===== config.mk =====
export PLATFORM = sky130hd
export DESIGN_NAME = aes256_ctrl
export DESIGN_NICKNAME = d
export VERILOG_FILES = /design/src/rtl/aes256_pkg.sv /design/src/rtl/aes256_run_pacer.sv /design/src/rtl/aes256_ctrl.sv
export SDC_FILE = /design/constraint.sdc
export NUM_CORES = 1
export LEC_CHECK = 0
export ABC_CLOCK_PERIOD_IN_PS = 7000
export CORE_AREA = 2 2 205 207
export CTS_CLUSTER_SIZE = 25
export DETAILED_ROUTE_END_ITERATION = 10
export DIE_AREA = 0 0 207 209
export DONT_BUFFER_PORTS = 1
export MAX_ROUTING_LAYER = met4
export PLACE_DENSITY_LB_ADDON = 0.08
export SETUP_SLACK_MARGIN = 0.15
export SLEW_MARGIN = 5
export SYNTH_ARGS = -nofsm -noshare
export SYNTH_HDL_FRONTEND = slang
export SYNTH_SLANG_ARGS = --single-unit
export TNS_END_PERCENT = 10

===== constraint.sdc =====
create_clock -name clock -period 7 [get_ports clock]
set_clock_uncertainty 0.15 [all_clocks]
set_input_delay 1.4 -clock clock [delete_from_list [all_inputs] [get_ports clock]]
set_output_delay 1.4 -clock clock [all_outputs]
set_load 0.01 [all_outputs]

===== src/rtl/aes256_pkg.sv =====
// Shared register map, CTRL/STATUS bit positions and FSM state type for the AES-256
// coprocessor controller.
package aes256_pkg;

  localparam logic [3:0] ADDR_KEY0   = 4'd0;
  localparam logic [3:0] ADDR_KEY7   = 4'd7;
  localparam logic [3:0] ADDR_NONCE0 = 4'd8;
  localparam logic [3:0] ADDR_NONCE1 = 4'd9;
  localparam logic [3:0] ADDR_NONCE2 = 4'd10;
  localparam logic [3:0] ADDR_NONCE3 = 4'd11;
  localparam logic [3:0] ADDR_CTRL   = 4'd12;
  localparam logic [3:0] ADDR_STATUS = 4'd13;
  localparam logic [3:0] ADDR_BLKCNT = 4'd14;
  localparam logic [3:0] ADDR_DATA   = 4'd15;

  localparam int unsigned CTRL_START  = 0;
  localparam int unsigned CTRL_STOP   = 1;
  localparam int unsigned CTRL_CLRCNT = 2;
  localparam int unsigned CTRL_CLRERR = 3;

  localparam int unsigned STAT_BUSY     = 0;
  localparam int unsigned STAT_OVF      = 1;
  localparam int unsigned STAT_UNF      = 2;
  localparam int unsigned STAT_KEYERR   = 3;
  localparam int unsigned STAT_INWFULL  = 4;
  localparam int unsigned STAT_OUTWEMPT = 5;
  localparam int unsigned STAT_INBEMPT  = 6;
  localparam int unsigned STAT_OUTBFULL = 7;

  typedef enum logic [1:0] {
    StIdle,
    StSetKey,
    StSetNonce,
    StActive
  } state_e;

endpackage


===== src/rtl/aes256_run_pacer.sv =====
// Paces run strobes against the core occupancy gap and the block FIFO flags, and counts
// issued blocks.
module aes256_run_pacer
  import aes256_pkg::*;
#(
  parameter int unsigned RUN_GAP = 4,
  parameter int unsigned CNTW    = 32
) (
  input  logic            clk_i,
  input  logic            rst_i,
  input  logic            active_i,
  input  logic            in_blk_empty_i,
  input  logic            out_blk_full_i,
  input  logic            clr_cnt_i,
  output logic            run_o,
  output logic [CNTW-1:0] blk_cnt_o
);

  localparam int unsigned GapW = (RUN_GAP > 1) ? $clog2(RUN_GAP) : 1;
  localparam logic [GapW-1:0] GapLoad = GapW'(RUN_GAP - 1);

  logic [GapW-1:0] gap_q, gap_d;
  logic [CNTW-1:0] cnt_q, cnt_d;

  always_comb begin
    // Gated by reset so a reset cycle in ACTIVE never issues a block.
    run_o = active_i && (gap_q == '0) && !in_blk_empty_i && !out_blk_full_i && !rst_i;

    gap_d = gap_q;
    if (!active_i) begin
      gap_d = '0;
    end else if (run_o) begin
      gap_d = GapLoad;
    end else if (gap_q != '0) begin
      gap_d = gap_q - GapW'(1);
    end

    // Clear first so a simultaneous run leaves the count at one.
    cnt_d = cnt_q;
    if (clr_cnt_i) begin
      cnt_d = '0;
    end
    if (run_o) begin
      cnt_d = cnt_d + CNTW'(1);
    end
  end

  always_ff @(posedge clk_i) begin
    if (rst_i) begin
      gap_q <= '0;
      cnt_q <= '0;
    end else begin
      gap_q <= gap_d;
      cnt_q <= cnt_d;
    end
  end

  assign blk_cnt_o = cnt_q;

endmodule


===== src/rtl/aes256_ctrl.sv =====
// Bus-facing controller for the AES-256 datapath: key/nonce registers, load sequencing,
// run pacing, word FIFO forwarding and status/error reporting.
module aes256_ctrl
  import aes256_pkg::*;
#(
  parameter int unsigned KEYW    = 256,
  parameter int unsigned NONCEW  = 128,
  parameter int unsigned RUN_GAP = 4,
  parameter int unsigned CNTW    = 32
) (
  input  logic              clock,
  input  logic              reset,
  input  logic [3:0]        bus_addr,
  input  logic [31:0]       bus_wdata,
  input  logic              bus_we,
  input  logic              bus_re,
  output logic [31:0]       bus_rdata,
  output logic [KEYW-1:0]   key_dataout,
  output logic              setkey_ctrout,
  output logic [NONCEW-1:0] nonce_dataout,
  output logic              setnonce_ctrout,
  output logic              run_ctrout,
  output logic [31:0]       user_dataout,
  output logic              wren_ctrout,
  output logic              rden_ctrout,
  input  logic [31:0]       user_datain,
  input  logic              inwordfifofull_ctrin,
  input  logic              outwordfifoempty_ctrin,
  input  logic              inblockfifoempty_ctrin,
  input  logic              outblockfifofull_ctrin,
  output logic              busy,
  output logic              irq
);

  state_e state_q;
  logic   setkey_q, setnonce_q;

  logic [KEYW/32-1:0][31:0]   key_q;
  logic [NONCEW/32-1:0][31:0] nonce_q;
  logic ovf_q, ovf_d, unf_q, unf_d, keyerr_q, keyerr_d;

  logic key_sel, nonce_sel, ctrl_wr, data_wr, data_rd;
  logic start, stop, clrcnt, clrerr;
  logic [CNTW-1:0] blk_cnt;
  logic [31:0]     status;

  assign busy = (state_q != StIdle);

  always_comb begin
    key_sel   = (bus_addr[3] == 1'b0);
    nonce_sel = (bus_addr[3:2] == 2'b10);
    ctrl_wr   = bus_we && (bus_addr == ADDR_CTRL);
    data_wr   = bus_we && (bus_addr == ADDR_DATA);
    data_rd   = bus_re && (bus_addr == ADDR_DATA);
    // STOP outranks START when both are written together.
    start     = ctrl_wr && bus_wdata[CTRL_START] && !bus_wdata[CTRL_STOP];
    stop      = ctrl_wr && bus_wdata[CTRL_STOP];
    clrcnt    = ctrl_wr && bus_wdata[CTRL_CLRCNT];
    clrerr    = ctrl_wr && bus_wdata[CTRL_CLRERR];

    wren_ctrout  = data_wr && !inwordfifofull_ctrin && !reset;
    rden_ctrout  = data_rd && !outwordfifoempty_ctrin && !reset;
    user_dataout = bus_wdata;

    // A fresh error event in the same cycle as CLRERR keeps its bit set.
    ovf_d    = (ovf_q && !clrerr) || (data_wr && inwordfifofull_ctrin);
    unf_d    = (unf_q && !clrerr) || (data_rd && outwordfifoempty_ctrin);
    keyerr_d = (keyerr_q && !clrerr) || (bus_we && (key_sel || nonce_sel) && busy);
  end

  always_ff @(posedge clock) begin
    if (reset) begin
      state_q    <= StIdle;
      setkey_q   <= 1'b0;
      setnonce_q <= 1'b0;
    end else begin
      setkey_q   <= 1'b0;
      setnonce_q <= 1'b0;
      unique case (state_q)
        StIdle: begin
          if (start) begin
            state_q  <= StSetKey;
            setkey_q <= 1'b1;
          end
        end
        StSetKey: begin
          state_q    <= StSetNonce;
          setnonce_q <= 1'b1;
        end
        StSetNonce: state_q <= StActive;
        StActive: begin
          if (stop) begin
            state_q <= StIdle;
          end
        end
        default: state_q <= StIdle;
      endcase
    end
  end

  always_ff @(posedge clock) begin
    if (reset) begin
      key_q    <= '0;
      nonce_q  <= '0;
      ovf_q    <= 1'b0;
      unf_q    <= 1'b0;
      keyerr_q <= 1'b0;
    end else begin
      if (bus_we && key_sel && !busy) begin
        key_q[bus_addr[2:0]] <= bus_wdata;
      end
      if (bus_we && nonce_sel && !busy) begin
        nonce_q[bus_addr[1:0]] <= bus_wdata;
      end
      ovf_q    <= ovf_d;
      unf_q    <= unf_d;
      keyerr_q <= keyerr_d;
    end
  end

  aes256_run_pacer #(
    .RUN_GAP(RUN_GAP),
    .CNTW   (CNTW)
  ) u_run_pacer (
    .clk_i         (clock),
    .rst_i         (reset),
    .active_i      (state_q == StActive),
    .in_blk_empty_i(inblockfifoempty_ctrin),
    .out_blk_full_i(outblockfifofull_ctrin),
    .clr_cnt_i     (clrcnt),
    .run_o         (run_ctrout),
    .blk_cnt_o     (blk_cnt)
  );

  always_comb begin
    status                = '0;
    status[STAT_BUSY]     = busy;
    status[STAT_OVF]      = ovf_q;
    status[STAT_UNF]      = unf_q;
    status[STAT_KEYERR]   = keyerr_q;
    status[STAT_INWFULL]  = inwordfifofull_ctrin;
    status[STAT_OUTWEMPT] = outwordfifoempty_ctrin;
    status[STAT_INBEMPT]  = inblockfifoempty_ctrin;
    status[STAT_OUTBFULL] = outblockfifofull_ctrin;

    bus_rdata = '0;
    if (key_sel) begin
      bus_rdata = key_q[bus_addr[2:0]];
    end else begin
      case (bus_addr)
        ADDR_NONCE0, ADDR_NONCE1, ADDR_NONCE2, ADDR_NONCE3: bus_rdata = nonce_q[bus_addr[1:0]];
        ADDR_STATUS: bus_rdata = status;
        ADDR_BLKCNT: bus_rdata = 32'(blk_cnt);
        ADDR_DATA:   bus_rdata = outwordfifoempty_ctrin ? 32'h0 : user_datain;
        default:     bus_rdata = '0;
      endcase
    end
  end

  assign key_dataout     = key_q;
  assign nonce_dataout   = nonce_q;
  assign setkey_ctrout   = setkey_q;
  assign setnonce_ctrout = setnonce_q;
  assign irq             = ovf_q || unf_q || keyerr_q;

endmodule


==> qor.yml, run 1 <==
place_area_um2: 18900
cp_slowest_cell: "and4b_2"
fin_crit_ps: 4850
clock-sinks: 425
dpl_worst_slack_ps: 2370
tightest_slew_ps: 1260
tns_ps: 0
drt-pass1-iter-count: 8
power_frac_clock_pct: 48.5
worstHoldPathType: "flip-flop to flip-flop"
antenna_found_initial: 2
finalNetCount: 2187
fill_cells: 3868
final.period_utilization_pct: 69.2
grt_usage_pct: 37.2
placed_cells: 2594
syn-cell-area_um2: 19100
wl_mm: 81.2
ys_seq_area_share_pct: 44.6
synthCells: 2290
initial_core_util_pct: 46.2
p_seq_share_pct: 45.6
synth_fp_nets: 2372
rsz0062_at_grt: "false"
post_cts_resized: 0
synth_edf_count: 0
crit_path_cell_trace: "and4b_2 > a22o_1 > a221oi_1 > o22ai_1"
post_cts_buffers: 0
dpl.hpwl_mm: 51.0
synth_area_per_cell_um2: 8.32
cts-buffers-inserted: 48
setup_violations: 0
cts_tree: "yes"
fin_cells: 2684
ioPinCount: 531
criticalPathCategory: "input pin to output pin"
final_max_slew_viol_count: 0
clkLatencyLatePin_ps: 600
reg2regPathDepth: 6
htreeDepth: 2
cts_root_buf: "clkbuf_16"
regArea_um2: 8510
crit_path_end_kind: "output pin"
critPathMaxStageDelay_ps: 1090
antenna_left: 0
power.leakage_nw: 6.51
clk_pin_slew_ps: 60
cp_num_buf_inv: 0
vias: 17000
io_buffer_count: 0
max_freq_mhz: 206
layout-drive-gt1-share_pct: 9.93
grt_max_degree: 415
comb_power_share_pct: 5.9
drcViolationCount: 0
grt_pass1_wl_mm: 116
multi_input_area_um2: 9570
r2r_setup_slack_ps: 3590
power_density_nw_per_um2: 273
overflow: 0
crit_start: "bus_addr[0]"
ys_ff_latch: 425
design_area_um2: 20600
cp.depth: 4
cts_hold_buf: 0
grt_pass1_vias: 16100
critPathRequiredTime_ps: 5450
p_sw_mw: 1.38
area_growth_pct: 7.89
regToRegStartpoint: "state_q[0]$_SDFFE_PP0P_"
yosys_warnings: 0
outcome: "complete, no violations"
power_mw: 5.61
die_x_um: 207
fp.dieH_um: 209
crit_end: "bus_rdata[4]"
max-clock-path-buffers: 3
ir_worst_vdd_v: 0.000170
synthArstFlopShare_pct: 0
std_cell_rows: 75
dieArea_um2: 43300
first_iter_violations: 2114
final.setup.worst_slack_ps: 2150
reg2reg_to: "key_dataout[102]$_SDFFE_PP0P_"
slew_headroom_pct: 15.8
final_hold_viol_count: 0
via_per_inst: 6.33
core_area_um2: 41300
place_congestion: 0.975
drv_cap: 0
drt-wirelength-per-cell_um: 30.3
critPathMaxFanout: 112
sw_frac_of_total_pct: 24.6
synth_cell_types: 59
internal_power_mw: 4.23
start_kind: "input pin"
critPathTopFamily: "simple AND/OR/NAND/NOR gates"
worst_ep_arrival_time_ps: 3300
ys.flop_type: "dfxtp_1"
[worst min-delay path by stage]
| stage | from | to | cells after the start |
|---|---|---|---|
| after global placement | u_run_pacer.gap_q[0]$_SDFFE_PP0P_ | u_run_pacer.gap_q[0]$_SDFFE_PP0P_ | 1 |
| final | u_run_pacer.gap_q[0]$_SDFFE_PP0P_ | u_run_pacer.gap_q[0]$_SDFFE_PP0P_ | 1 |
| after global routing | key_dataout[128]$_SDFFE_PP0P_ | key_dataout[128]$_SDFFE_PP0P_ | 2 |
| after CTS | u_run_pacer.gap_q[0]$_SDFFE_PP0P_ | u_run_pacer.gap_q[0]$_SDFFE_PP0P_ | 1 |
| after floorplan | u_run_pacer.gap_q[0]$_SDFFE_PP0P_ | u_run_pacer.gap_q[0]$_SDFFE_PP0P_ | 1 |
| after detailed placement | u_run_pacer.gap_q[0]$_SDFFE_PP0P_ | u_run_pacer.gap_q[0]$_SDFFE_PP0P_ | 1 |
[layout make-up]
class	instances	share of cell area (%)
clock inverter	17	1.42
antenna	1	0.0122
multi-input combinational	1607	46.5
sequential	425	41.4
clock buffer	72	6.76
timing repair buffer	11	0.402
tap	539	3.28
inverter	12	0.219
[kinds of logic (layout without fill, tap and decap cells)]
logic type	after synthesis	after routing	synth area share (%)
mux	141	141	13.7
compound gates	506	506	14.6
xor+xnor	8	8	0.368
simple gates	946	946	20.5
flops	425	425	44.6
other cells	0	1	0
fa+ha+maj	6	6	0.394
buf+inv	258	112	5.79
[power by group through the flow]
stage	Sequential, mW	Combinational, mW	Clock, mW
2_1_floorplan	2.58	0.330	0
3_3_place_gp	2.61	0.316	0
3_5_place_dp	2.61	0.324	0
4_1_cts	2.56	0.325	2.74
5_1_grt	2.56	0.355	2.83
6_report	2.56	0.330	2.72
[metal layers]
layer  track usage, %  share of wire, %  vias to the layer above
met5                -                 0                        -
met4             13.4               3.2                        0
met2             58.7                47                      993
met1             45.9                39                     8381
met3             10.3                11                      160
li1                 -                 -                     7462
[cell usage in the layout, fill, tap and decap left out, drive strengths merged, types with 5 or more instances in the layout]
cell type and count:
nand2 801, dfxtp 425, a21oi 400, mux4 96, clkbuf 72, mux2i 44
o21ai 36, a222oi 24, nor2 21, nand3 20, inv 14, nand4 12
nand2b 11, buf 11, nor3 11, nor4 10, or4 8, a22o 7
a221oi 7, o22ai 7, bufinv 7, or3 7, clkinv 7, and2 7
and4 6, ha 6, nand3b 5, and3 5, o31ai 5, xnor2 5
nor2b 5
[per-stage QoR]
stage | hold WS (ps) | util (%)
6_report | 340 | 49.8
5_1_grt | 377 | 49.8
4_1_cts | 345 | 49.8
3_5_place_dp | 330 | 45.7
3_3_place_gp | 310 | 45.7
2_1_floorplan | 300 | -
[flip-flops by register name, indices dropped and copies added, names as in the netlist]
signal	flops
u_run_pacer.gap_q	2
state_q	2
key_dataout	256
u_run_pacer.blk_cnt_o	32
ovf_q	1
setnonce_ctrout	1
nonce_dataout	128
setkey_ctrout	1
unf_q	1
keyerr_q	1
[synth_stat cells (12+ instances only)]
master,instances,area [um2]
nand3_1,20,100
nand2_1,801,3010
nor2_1,21,78.8
a21oi_1,400,2000
mux4_2,96,2160
buf_1,16,60.1
a222oi_1,24,240
o21ai_0,35,175
mux2i_1,44,440
nand4_1,12,75.1
inv_1,12,45.0
clkbuf_1,191,717
dfxtp_1,425,8510
buf_4,32,240
No activity file was read; power rests on OpenSTA's default activity.
==> run 2, diff against run 1 <==
--- a/config.mk
+++ b/config.mk
@@ -5,7 +5,7 @@
 export SDC_FILE = /design/constraint.sdc
 export NUM_CORES = 1
 export LEC_CHECK = 0
-export ABC_CLOCK_PERIOD_IN_PS = 7000
+export ABC_CLOCK_PERIOD_IN_PS = 4800
 export CORE_AREA = 2 2 205 207
 export CTS_CLUSTER_SIZE = 25
 export DETAILED_ROUTE_END_ITERATION = 10
==> constraint.sdc (replaced) <==
create_clock -name clock -period 4.8 [get_ports clock]
set_clock_uncertainty 0.15 [all_clocks]
set_input_delay 0.96 -clock clock [delete_from_list [all_inputs] [get_ports clock]]
set_output_delay 0.96 -clock clock [all_outputs]
set_load 0.01 [all_outputs]
==> run 2 against run 1 <==
Compared with the run above: design area down 0.23%; first-iteration DRC count down 5.8%; utilization down 0.11 points; via count up 0.21%; routed wire length down 1.6%; critical path depth unchanged; final cell count about the same; clock-buffer cell count up 1; highest routed layer unchanged.
==> qor.yml, run 2 (synthesis results as in run 1) <==
clock-sinks: 425
critPathRequiredTime_ps: 3690
first_iter_violations: 1992
hold_slack_ps: 289
crit_path_end_kind: "output pin"
multi_input_area_um2: 9560
core_area_um2: 41300
antenna_left: 0
fp.dieH_um: 209
tightest_slew_ps: 1260
critPathMaxFanout: 113
setup_violations: 0
tns_ps: 0
layout_commonest_cell: "nand2_1"
drv_cap: 0
cts_tree: "yes"
io_buffer_count: 0
post_cts_resized: 0
initial_core_util_pct: 46.2
rsz0062_at_grt: "false"
r2r_setup_slack_ps: 1890
internal_power_mw: 6.06
grt_use_met3_pct: 9.74
place_area_um2: 18900
dpl.hpwl_mm: 50.6
p_sw_mw: 1.99
cts-buffers-inserted: 47
start_kind: "input pin"
clkLatencyLatePin_ps: 590
drcViolationCount: 0
sw_frac_of_total_pct: 24.7
regArea_um2: 8510
placed_cells: 2596
fin_cells: 2683
vias: 17000
cts_hold_buf: 0
design_area_um2: 20500
grt_pass1_vias: 15900
grt_pass1_wl_mm: 114
wl_mm: 79.9
power.leakage_nw: 6.50
finalNetCount: 2188
outcome: "complete, no violations"
die_x_um: 207
p_seq_share_pct: 46.3
power_frac_clock_pct: 47.7
dpl_worst_slack_ps: 1140
layout-drive-gt1-share_pct: 10.0
fin_crit_ps: 3760
grt_usage_pct: 36.5
final.period_utilization_pct: 78.4
slew_headroom_pct: 15.8
criticalPathCategory: "input pin to output pin"
busiest_layer: "met2"
final.setup.worst_slack_ps: 1040
dieArea_um2: 43300
power_mw: 8.05
ioPinCount: 531
worstHoldPathType: "input pin to flip-flop"
antenna_found_initial: 2
overflow: 0
postLayoutCoreUtil_pct: 49.7
drt-wirelength-per-cell_um: 29.8
std_cell_rows: 75
final_cell_mix: "nand2_1 (795), dfxtp_1 (425), a21oi_1 (400)"
area_growth_pct: 7.65
post_cts_buffers: 0
final_max_slew_viol_count: 0
grt_max_degree: 415
htreeDepth: 2
cts_root_buf: "clkbuf_16"
ir_worst_vdd_v: 0.000262
final_hold_viol_count: 0
fill_cells: 3965
drt-pass1-iter-count: 6
max_freq_mhz: 266
comb_power_share_pct: 6.0
power_density_nw_per_um2: 392
grtUsageMet2_pct: 56.7
via_per_inst: 6.35
max-clock-path-buffers: 3
place_congestion: 1.05
largest_register_ffs: 256
worst_ep_arrival_time_ps: 2650
clk_pin_slew_ps: 60
grt_use_met1_pct: 45.5
## run 2: cell count changes in the layout (fill, tap and decap cells not counted)
cell / previous run / this run
buf_4: 11 / 13
bufinv_16: 7 / 4
clkbuf_1: 14 / 10
clkbuf_8: 10 / 15
clkinv_4: 0 / 1
clkinvlp_4: 1 / 0
inv_16: 1 / 0
nor4bb_1: 1 / 2
nor4bb_2: 1 / 0
## run 2: layout make-up
cell class                 instances  share of cell area (%)
multi-input combinational       1607                    46.6
sequential                       425                    41.5
clock buffer                      73                    7.04
tap                              539                    3.29
clock inverter                    13                   0.896
timing repair buffer              13                   0.476
inverter                          12                   0.219
antenna                            1                  0.0122
## run 2: worst paths after layout
| path | from | to | depth (start not counted) |
|---|---|---|---|
| setup / recovery | bus_addr[1] | bus_rdata[11] | 4 |
| hold / removal | reset | key_dataout[157]$_SDFFE_PP0P_ | 1 |
| setup reg to reg | state_q[0]$_SDFFE_PP0P_ | key_dataout[168]$_SDFFE_PP0P_ | 6 |
| hold reg to reg | u_run_pacer.gap_q[0]$_SDFFE_PP0P_ | u_run_pacer.gap_q[0]$_SDFFE_PP0P_ | 1 |
## run 2: critical path: stages
cell      delay (ps)
and4b_2          830
buf_4            300
a222oi_1         100
o21ai_0          330
## run 2: layer usage
metal	vias to the layer above	wire length (um)
li1	7459	-
met1	8364	31000
met2	1031	37500
met3	177	8370
met4	0	3010
met5	-	0
## run 2: power by group through the flow
stage          combinational, mW  sequential [mW]  clock [mW]
6_report                   0.482             3.73        3.84
2_1_floorplan              0.481             3.76           0
5_1_grt                    0.520             3.74        3.99
3_3_place_gp               0.460             3.81           0
4_1_cts                    0.475             3.73        3.87
3_5_place_dp               0.473             3.81           0
